<file path="config.mk">
export PLATFORM = sky130hd
export DESIGN_NAME = bcd_countdown_core
export DESIGN_NICKNAME = d
export VERILOG_FILES = /design/src/rtl/stopwatch_pkg.sv /design/src/rtl/bcd_digit_dec.sv /design/src/rtl/bcd_countdown_core.sv
export SDC_FILE = /design/constraint.sdc
export NUM_CORES = 1
export LEC_CHECK = 0
export CAP_MARGIN = 20
export CORE_MARGIN = 10
export CORE_UTILIZATION = 41
export CTS_CLUSTER_DIAMETER = 60
export DETAILED_ROUTE_END_ITERATION = 8
export PLACE_DENSITY = 0.77
export SLEW_MARGIN = 15
export SYNTH_ARGS = -nofsm -noshare
export SYNTH_HDL_FRONTEND = slang
export SYNTH_SLANG_ARGS = --single-unit
</file>
<file path="constraint.sdc">
create_clock -name clk -period 1.9 [get_ports clk]
set_input_delay 0.19 -clock clk [delete_from_list [all_inputs] [get_ports clk]]
set_output_delay 0.19 -clock clk [all_outputs]
set_load 0.02 [all_outputs]
</file>
<file path="src/rtl/stopwatch_pkg.sv">
// Shared types and constants for the MM:SS BCD countdown core.
package stopwatch_pkg;

   typedef enum logic [1:0] {
      IDLE   = 2'd0,
      RUN    = 2'd1,
      PAUSED = 2'd2,
      DONE   = 2'd3
   } cd_state_t;

   typedef logic [3:0] bcd_digit_t;

   localparam bcd_digit_t BCD_MAX      = 4'd9;
   localparam bcd_digit_t SEC_TENS_DEF = 4'd5;

   // A digit is acceptable when it is plain BCD and within its positional limit.
   function automatic logic digit_ok(input bcd_digit_t d, input bcd_digit_t max_val);
      return (d <= BCD_MAX) && (d <= max_val);
   endfunction

endpackage

</file>
<file path="src/rtl/bcd_digit_dec.sv">
// One BCD digit of the borrow chain: decrements when borrowed from, wraps to
// max_val and borrows from the next digit up when it is already zero.
module bcd_digit_dec
   import stopwatch_pkg::*;
(
   input  bcd_digit_t digit_in,
   input  bcd_digit_t max_val,
   input  logic       borrow_in,
   output bcd_digit_t digit_out,
   output logic       borrow_out
);

   // Decrement-with-borrow for a single digit.
   always_comb begin
      // NOTE: every output gets a default first so no path leaves it unassigned,
      // which would otherwise infer a latch.
      digit_out  = digit_in;
      borrow_out = 1'b0;
      if (borrow_in) begin
         if (digit_in == 4'd0) begin
            digit_out  = max_val;
            borrow_out = 1'b1;
         end else begin
            digit_out  = digit_in - 4'd1;
         end
      end
   end

endmodule

</file>
<file path="src/rtl/bcd_countdown_core.sv">
// MM:SS countdown held as four packed BCD digits. Control FSM, load
// validator, digit-serial decrement chain and registered status pulses.
module bcd_countdown_core
   import stopwatch_pkg::*;
#(
   parameter int unsigned MIN_TENS_MAX = 9,
   parameter int unsigned SEC_TENS_MAX = 5
)(
   input  logic        clk,
   input  logic        rst,
   input  logic        tick,
   input  logic        start,
   input  logic        stop,
   input  logic        clear,
   input  logic        load,
   input  logic [15:0] load_val,
   output logic [15:0] count,
   output logic        running,
   output logic        done,
   output logic        load_err
);

   localparam bcd_digit_t MIN_TENS_LIM = bcd_digit_t'(MIN_TENS_MAX);
   localparam bcd_digit_t SEC_TENS_LIM = bcd_digit_t'(SEC_TENS_MAX);

   cd_state_t   state_q, state_d;
   logic [15:0] count_q, count_d;
   logic        done_q, done_d;
   logic        load_err_q, load_err_d;

   // Decremented value of the current count; only committed on a RUN tick.
   logic [15:0] dec_count;
   logic [3:0]  borrow;
   logic        dec_is_zero;
   logic        load_ok;

   // Borrow chain, least significant digit first. The seconds-units digit
   // always borrows so the chain output is count - 1 second.
   bcd_digit_dec u_sec_units (
      .digit_in   (count_q[3:0]),
      .max_val    (BCD_MAX),
      .borrow_in  (1'b1),
      .digit_out  (dec_count[3:0]),
      .borrow_out (borrow[0])
   );

   bcd_digit_dec u_sec_tens (
      .digit_in   (count_q[7:4]),
      .max_val    (SEC_TENS_LIM),
      .borrow_in  (borrow[0]),
      .digit_out  (dec_count[7:4]),
      .borrow_out (borrow[1])
   );

   bcd_digit_dec u_min_units (
      .digit_in   (count_q[11:8]),
      .max_val    (BCD_MAX),
      .borrow_in  (borrow[1]),
      .digit_out  (dec_count[11:8]),
      .borrow_out (borrow[2])
   );

   // RUN never holds 00:00, so the minutes-tens wrap value is never committed.
   bcd_digit_dec u_min_tens (
      .digit_in   (count_q[15:12]),
      .max_val    (MIN_TENS_LIM),
      .borrow_in  (borrow[2]),
      .digit_out  (dec_count[15:12]),
      .borrow_out (borrow[3])
   );

   assign dec_is_zero = (dec_count == 16'h0000);

   // A preset is accepted only outside RUN and only if every digit is legal.
   assign load_ok = (state_q != RUN)
                 && digit_ok(load_val[3:0],   BCD_MAX)
                 && digit_ok(load_val[7:4],   SEC_TENS_LIM)
                 && digit_ok(load_val[11:8],  BCD_MAX)
                 && digit_ok(load_val[15:12], MIN_TENS_LIM);

   // Next-state logic: one command per cycle, clear > load > stop > start > tick.
   always_comb begin
      state_d    = state_q;
      count_d    = count_q;
      done_d     = 1'b0;
      load_err_d = 1'b0;
      if (clear) begin
         count_d = 16'h0000;
         state_d = IDLE;
      end else if (load) begin
         if (load_ok) begin
            count_d = load_val;
            state_d = IDLE;
         end else begin
            load_err_d = 1'b1;
         end
      end else if (stop) begin
         if (state_q == RUN) begin
            state_d = PAUSED;
         end
      end else if (start) begin
         if (((state_q == IDLE) || (state_q == PAUSED)) && (count_q != 16'h0000)) begin
            state_d = RUN;
         end
      end else if (tick && (state_q == RUN)) begin
         count_d = dec_count;
         if (dec_is_zero) begin
            done_d  = 1'b1;
            state_d = DONE;
         end
      end
   end

   // State, count and pulse registers with synchronous reset.
   always_ff @(posedge clk) begin
      // NOTE: sequential state uses non-blocking assignments so every register
      // samples the pre-edge values regardless of statement order.
      if (rst) begin
         state_q    <= IDLE;
         count_q    <= 16'h0000;
         done_q     <= 1'b0;
         load_err_q <= 1'b0;
      end else begin
         state_q    <= state_d;
         count_q    <= count_d;
         done_q     <= done_d;
         load_err_q <= load_err_d;
      end
   end

   assign count    = count_q;
   assign running  = (state_q == RUN);
   assign done     = done_q;
   assign load_err = load_err_q;

endmodule

</file>
# [Word-level counts from Yosys, hierarchy flattened]
# Cells that the tools add are included.
# W data, S select, Z words.
[totals] ff_bits=20 inputBits=23 out_inout_bits=19
[op_classes] n_addsub=4 magnitude_cmp=5 n_eq_ne=8 muxes=27 bitwise_logic=2 reduce_logical=23
[ops] op="$mux W16" n=5
[ops] op="$mux W4" n=7
[ops] op="$le A4 B4 Y1 const B" n=4
[ops] op="$logic_not A16 Y1" n=1
[ops] op="$logic_not A4 Y1" n=4
[ops] op="$mux W2" n=8
[ops] op="$reduce_bool A16 Y1" n=1
[ops] op="$sub A4 B1 Y4 const B" n=4
[ops] op="$ne A2 B1 Y1 const B" n=4
[ops] op="$reduce_bool A4 Y1" n=2
[ops] op="$logic_and A1 B1 Y1" n=7
[ops] op="$mux W1" n=7
[ops] op="$reduce_or A6 Y1" n=1
[ops] op="$reduce_and A5 Y1" n=1
[ops] op="$le A4 B3 Y1 const B" n=1
[ops] op="$ne A4 B1 Y1 const B" n=1
[ops] op="$reduce_and A4 Y1" n=1
[ops] op="$ne A3 B1 Y1 const B" n=1
[ops] op="$reduce_or A3 Y1" n=1
[ops] op="$eq A2 B1 Y1 const B" n=1
[ops] op="$eq A2 B2 Y1 const B" n=1
[ops] op="$logic_not A2 Y1" n=1
[ops] op="$not A1 Y1" n=2
[ops] op="$reduce_bool A2 Y1" n=1
[ops] op="other kinds (2)" n=2

# [Depth between registers and ports, before layout]
[depth] ltp_word=11 depth_mapped=7 depth_no_buf=5

# [Cells and area by module]
# From an unflattened synthesis, not the netlist that was laid out.
[hier_totals] hier_cells=205 hier_area_um2=1774.2
[by_module_without_submodules] mod="bcd_countdown_core" instances=1 cells_per_inst=113 area_per_inst_um2=1133.6 seq_area_each_um2=400.4
[by_module_without_submodules] mod="bcd_digit_dec" instances=4 cells_per_inst=23 area_per_inst_um2=160.2 seq_area_each_um2=0.0

# [Worst setup path before layout]
# No wires, ideal clock.
[synth_path] path_kind="reg2reg" startpoint="register count_q[2], in the netlist count[2]" endpoint="register count_q[13], in the netlist count[13]" setup_ns=0.087 t_arrival_ns=2.063 required_time_ns=1.813 slack_ns=-0.250 stages_incl_launch_ff=8 path_buffers=2 synth_period_minus_slack_ns=2.150 cell_sequence="dfxtp_1 -> or3_1 -> buf_2 -> or4_4 -> buf_6 -> nor4_2 -> a211oi_1 -> o31ai_1"
[synth_via] elab_chain_len=9
[synth_rtl] item="start, declared" line_no="bcd_countdown_core.sv:27" rtl="logic [15:0] count_q, count_d;"
[synth_rtl] item="start signal, assigned" line_no="bcd_countdown_core.sv:125" rtl="count_q <= count_d;"
[synth_rtl] item="$logic_not A4 Y1" line_no="bcd_digit_dec.sv:20" rtl="if (digit_in == 4'd0) begin"
[synth_rtl] item="$mux W1" line_no="bcd_digit_dec.sv:20"
[synth_rtl] item="$mux W1 (2 in a row)" line_no="bcd_digit_dec.sv:19" rtl="if (borrow_in) begin"
[synth_rtl] item="$mux W4" line_no="bcd_digit_dec.sv:19"
[synth_rtl] item="$mux W16" line_no="bcd_countdown_core.sv:105" rtl="end else if (tick && (state_q == RUN)) begin"
[synth_rtl] item="$mux W16" line_no="bcd_countdown_core.sv:101" rtl="end else if (start) begin"
[synth_rtl] item="$mux W16" line_no="bcd_countdown_core.sv:97" rtl="end else if (stop) begin"
[synth_rtl] item="$mux W16" line_no="bcd_countdown_core.sv:90" rtl="end else if (load) begin"
# No other way between the ends. The select of a mux whose other input is x is not followed.
# A chain may end at the register's enable or synchronous reset.

# [Worst setup path in the final report]
[layout_path] startpoint="register count_q[6], in the netlist count[6]" endpoint="register count_q[10], in the netlist count[10]"
[layout_via] elab_chain_len=8
[layout_rtl] item="$logic_not A4 Y1" line_no="bcd_digit_dec.sv:20"
[layout_rtl] item="$mux W1" line_no="bcd_digit_dec.sv:20"
[layout_rtl] item="$mux W1" line_no="bcd_digit_dec.sv:19"
[layout_rtl] item="$mux W4" line_no="bcd_digit_dec.sv:19"
[layout_rtl] item="$mux W16" line_no="bcd_countdown_core.sv:105"
[layout_rtl] item="$mux W16" line_no="bcd_countdown_core.sv:101"
[layout_rtl] item="$mux W16" line_no="bcd_countdown_core.sv:97"
[layout_rtl] item="$mux W16" line_no="bcd_countdown_core.sv:90"
# No other way between the ends. The select of a mux whose other input is x is not followed.

==> results.toml <==
[logic_synthesis]
synthTopCellsByCount = "o21ai_0, dfxtp_1, nand2_1"
yosys.area.top_type = "dfxtp_1"
ys_seq_elements = 20
netlist_instances = 171
synth_area_leaders = "dfxtp_1, o21ai_0, a21oi_1, nand2_1, nor2_1"
ys_warn_count = 0
netlist.area_leader.share_pct = 32.2
yosysSeqAreaShare_pct = 32.2
synth_edf_count = 0
syn_area_sq_mm = 0.00124
syn_avg_cell_area_sq_um = 7.27
syn_nets = 194
synthArstFlopShare_pct = 0
yosysUniqueCellTypes = 35
ys.flop_type = "dfxtp_1"
yosysMostFrequentCell = "o21ai_0"

[timing]
hold_viol_final = 0
finalMaxSlewViolations = 0
clock.fmax_mhz = 488
finalSetupViolCount = 4
min_period_ns = 2.05
slew_headroom_pct = 61.6
setup_tns_ns = -0.259
clock_skew_ns = 0.00999
fin_ws_ns = -0.149
tightest_slew_ns = 0.573
post-route-period-util_pct = 108
rsz0062_at_grt = "true"

[global_route]
grt_overflow_total = 0
grt_pass1_vias = 1656
antenna_found_initial = 0
grt_pass1_wl_um = 7430
grt_max_degree = 19
grtUsageTotal_pct = 16.3

[pwr]
power_uw = 891
p_leak_uw = 0.000765
power.density_mw_per_mm2 = 449
peakVddDrop_mv = 0.270

[detailed_routing]
viasPerCell = 6.14
drt_first_pass_iters = 5
wirelength_um = 4760
drc = 0
drt-initial-drc-count = 190
via_count = 1640
wire_per_inst_um = 17.8
drtAntennaViolNets = 0

[clocking]
cts_buffers = 3
ctsRootBufferMaster = "clkbuf_4"
clkLatencyLatePin_ns = 0.31
htree_levels = 1
path_clk_slew_ns = 0.12
clockBufferDepth = 2
cts_tree = "yes"
clock_sinks = 20
cts_hold_buf = 0

[cells_and_area]
multiInputGateArea_sq_um = 841
drive_above_1_share_pct = 24.6
fin_area_sq_mm = 0.00199
regArea_sq_um = 409
nFillCells = 219
final_nets = 260
antennaDiodeCount = 0
area_delta_synth_final_pct = 59.8
final_cells = 267

[placed_design]
dp.cells = 259
gp_congestion = 0.951
io_buffers = 41
place_ws_ns = -0.0711
hpwl_um = 3400
placed_cell_area_sq_mm = 0.00186

[flow_run]
maxCapViolations = 0

[worst_setup_path]
critical_path_class = "flip-flop to flip-flop"
worstSetupEndpointType = "flip-flop"
arrival_ns = 2.29
crit_path_start_kind = "flip-flop"
critPathRequiredTime_ns = 2.14
critPathMaxFanout = 5

[floorplan]
die_w_um = 75.1
start_util_pct = 44.0
core.rowCount = 19
dieArea_sq_mm = 0.00564
die_height_um = 75.1
io_pins = 42
fp.coreArea_sq_mm = 0.00283

[min_path]
holdCritPathClass = "input pin to flip-flop"

[outcome]
violations = "setup timing"
outcome = "finished, violations left"
## power by group
part	switching [uW]	leakage (uW)	total [uW]	internal (uW)
Clock	140	0.0000210	257	117
Sequential	3.31	0.000163	423	420
Combinational	99.2	0.000581	210	111
Total	243	0.000765	891	648
## cells in the final DEF (no fill, tap or decap), drive strengths merged, types with 5 or more instances in the layout
master,count
nor4,5
a21oi,15
dfxtp,20
nor2,18
nand2,20
buf,32
o21ai,21
clkdlybuf4s50,41
o31ai,8
## registers in the layout, indices dropped and copies added (netlist names)
name	cells
count	16
state_q	2
done	1
load_err	1
## what timing repair did
item | 4_1_cts | 5_1_grt
pin swaps | 0 | 0
gates cloned | 1 | 0
resized for setup | 6 | 7
setup buffers | 2 | 1
endpoints found under the hold margin | 0 | 0
setup endpoints to repair | 9 | 12
## worst paths after layout
check	start	end	slack (ns)	depth (start not counted)
setup / recovery	count[6]	count[10]	-0.15	5
hold / removal	load_val[0]	count[0]	0.46	3
setup reg to reg	count[6]	count[10]	-0.15	5
hold reg to reg	count[4]	count[4]	0.51	2
## final cells by class
type,instances,area share [%]
clock buffers,4,1.83
repair buffers,73,32.7
multi-input cells,136,42.3
well taps,31,1.95
inverters,3,0.567
flip-flops and latches,20,20.6
## routing by layer
layer  vias up  wire [um]  track usage [%]
li1        770          -                -
met1       760       1820             18.1
met2        90       2300             27.9
met3        20        510             5.12
met4         0        121             7.35
met5         -          0                0
## worst max-delay path, stage by stage, from the launching register on
cell	delay, ns
dfxtp_2	0.34
or4_4	0.55
or4_4	0.48
o41ai_1	0.39
nand2_1	0.10
a21oi_1	0.13
## metrics by stage
stage	hold WS, ns	utilization [%]
2_1_floorplan	0.358	-
3_3_place_gp	0.494	65.8
3_5_place_dp	0.492	65.8
4_1_cts	0.463	68.9
5_1_grt	0.476	70.2
6_report	0.456	70.2
## logic make-up after synthesis
logic type	share of synthesized area, %
simple gates	29.7
mux	1.61
flops	32.2
buf+inv	5.63
compound gates	30.9
(Power assumes the default switching activity.)
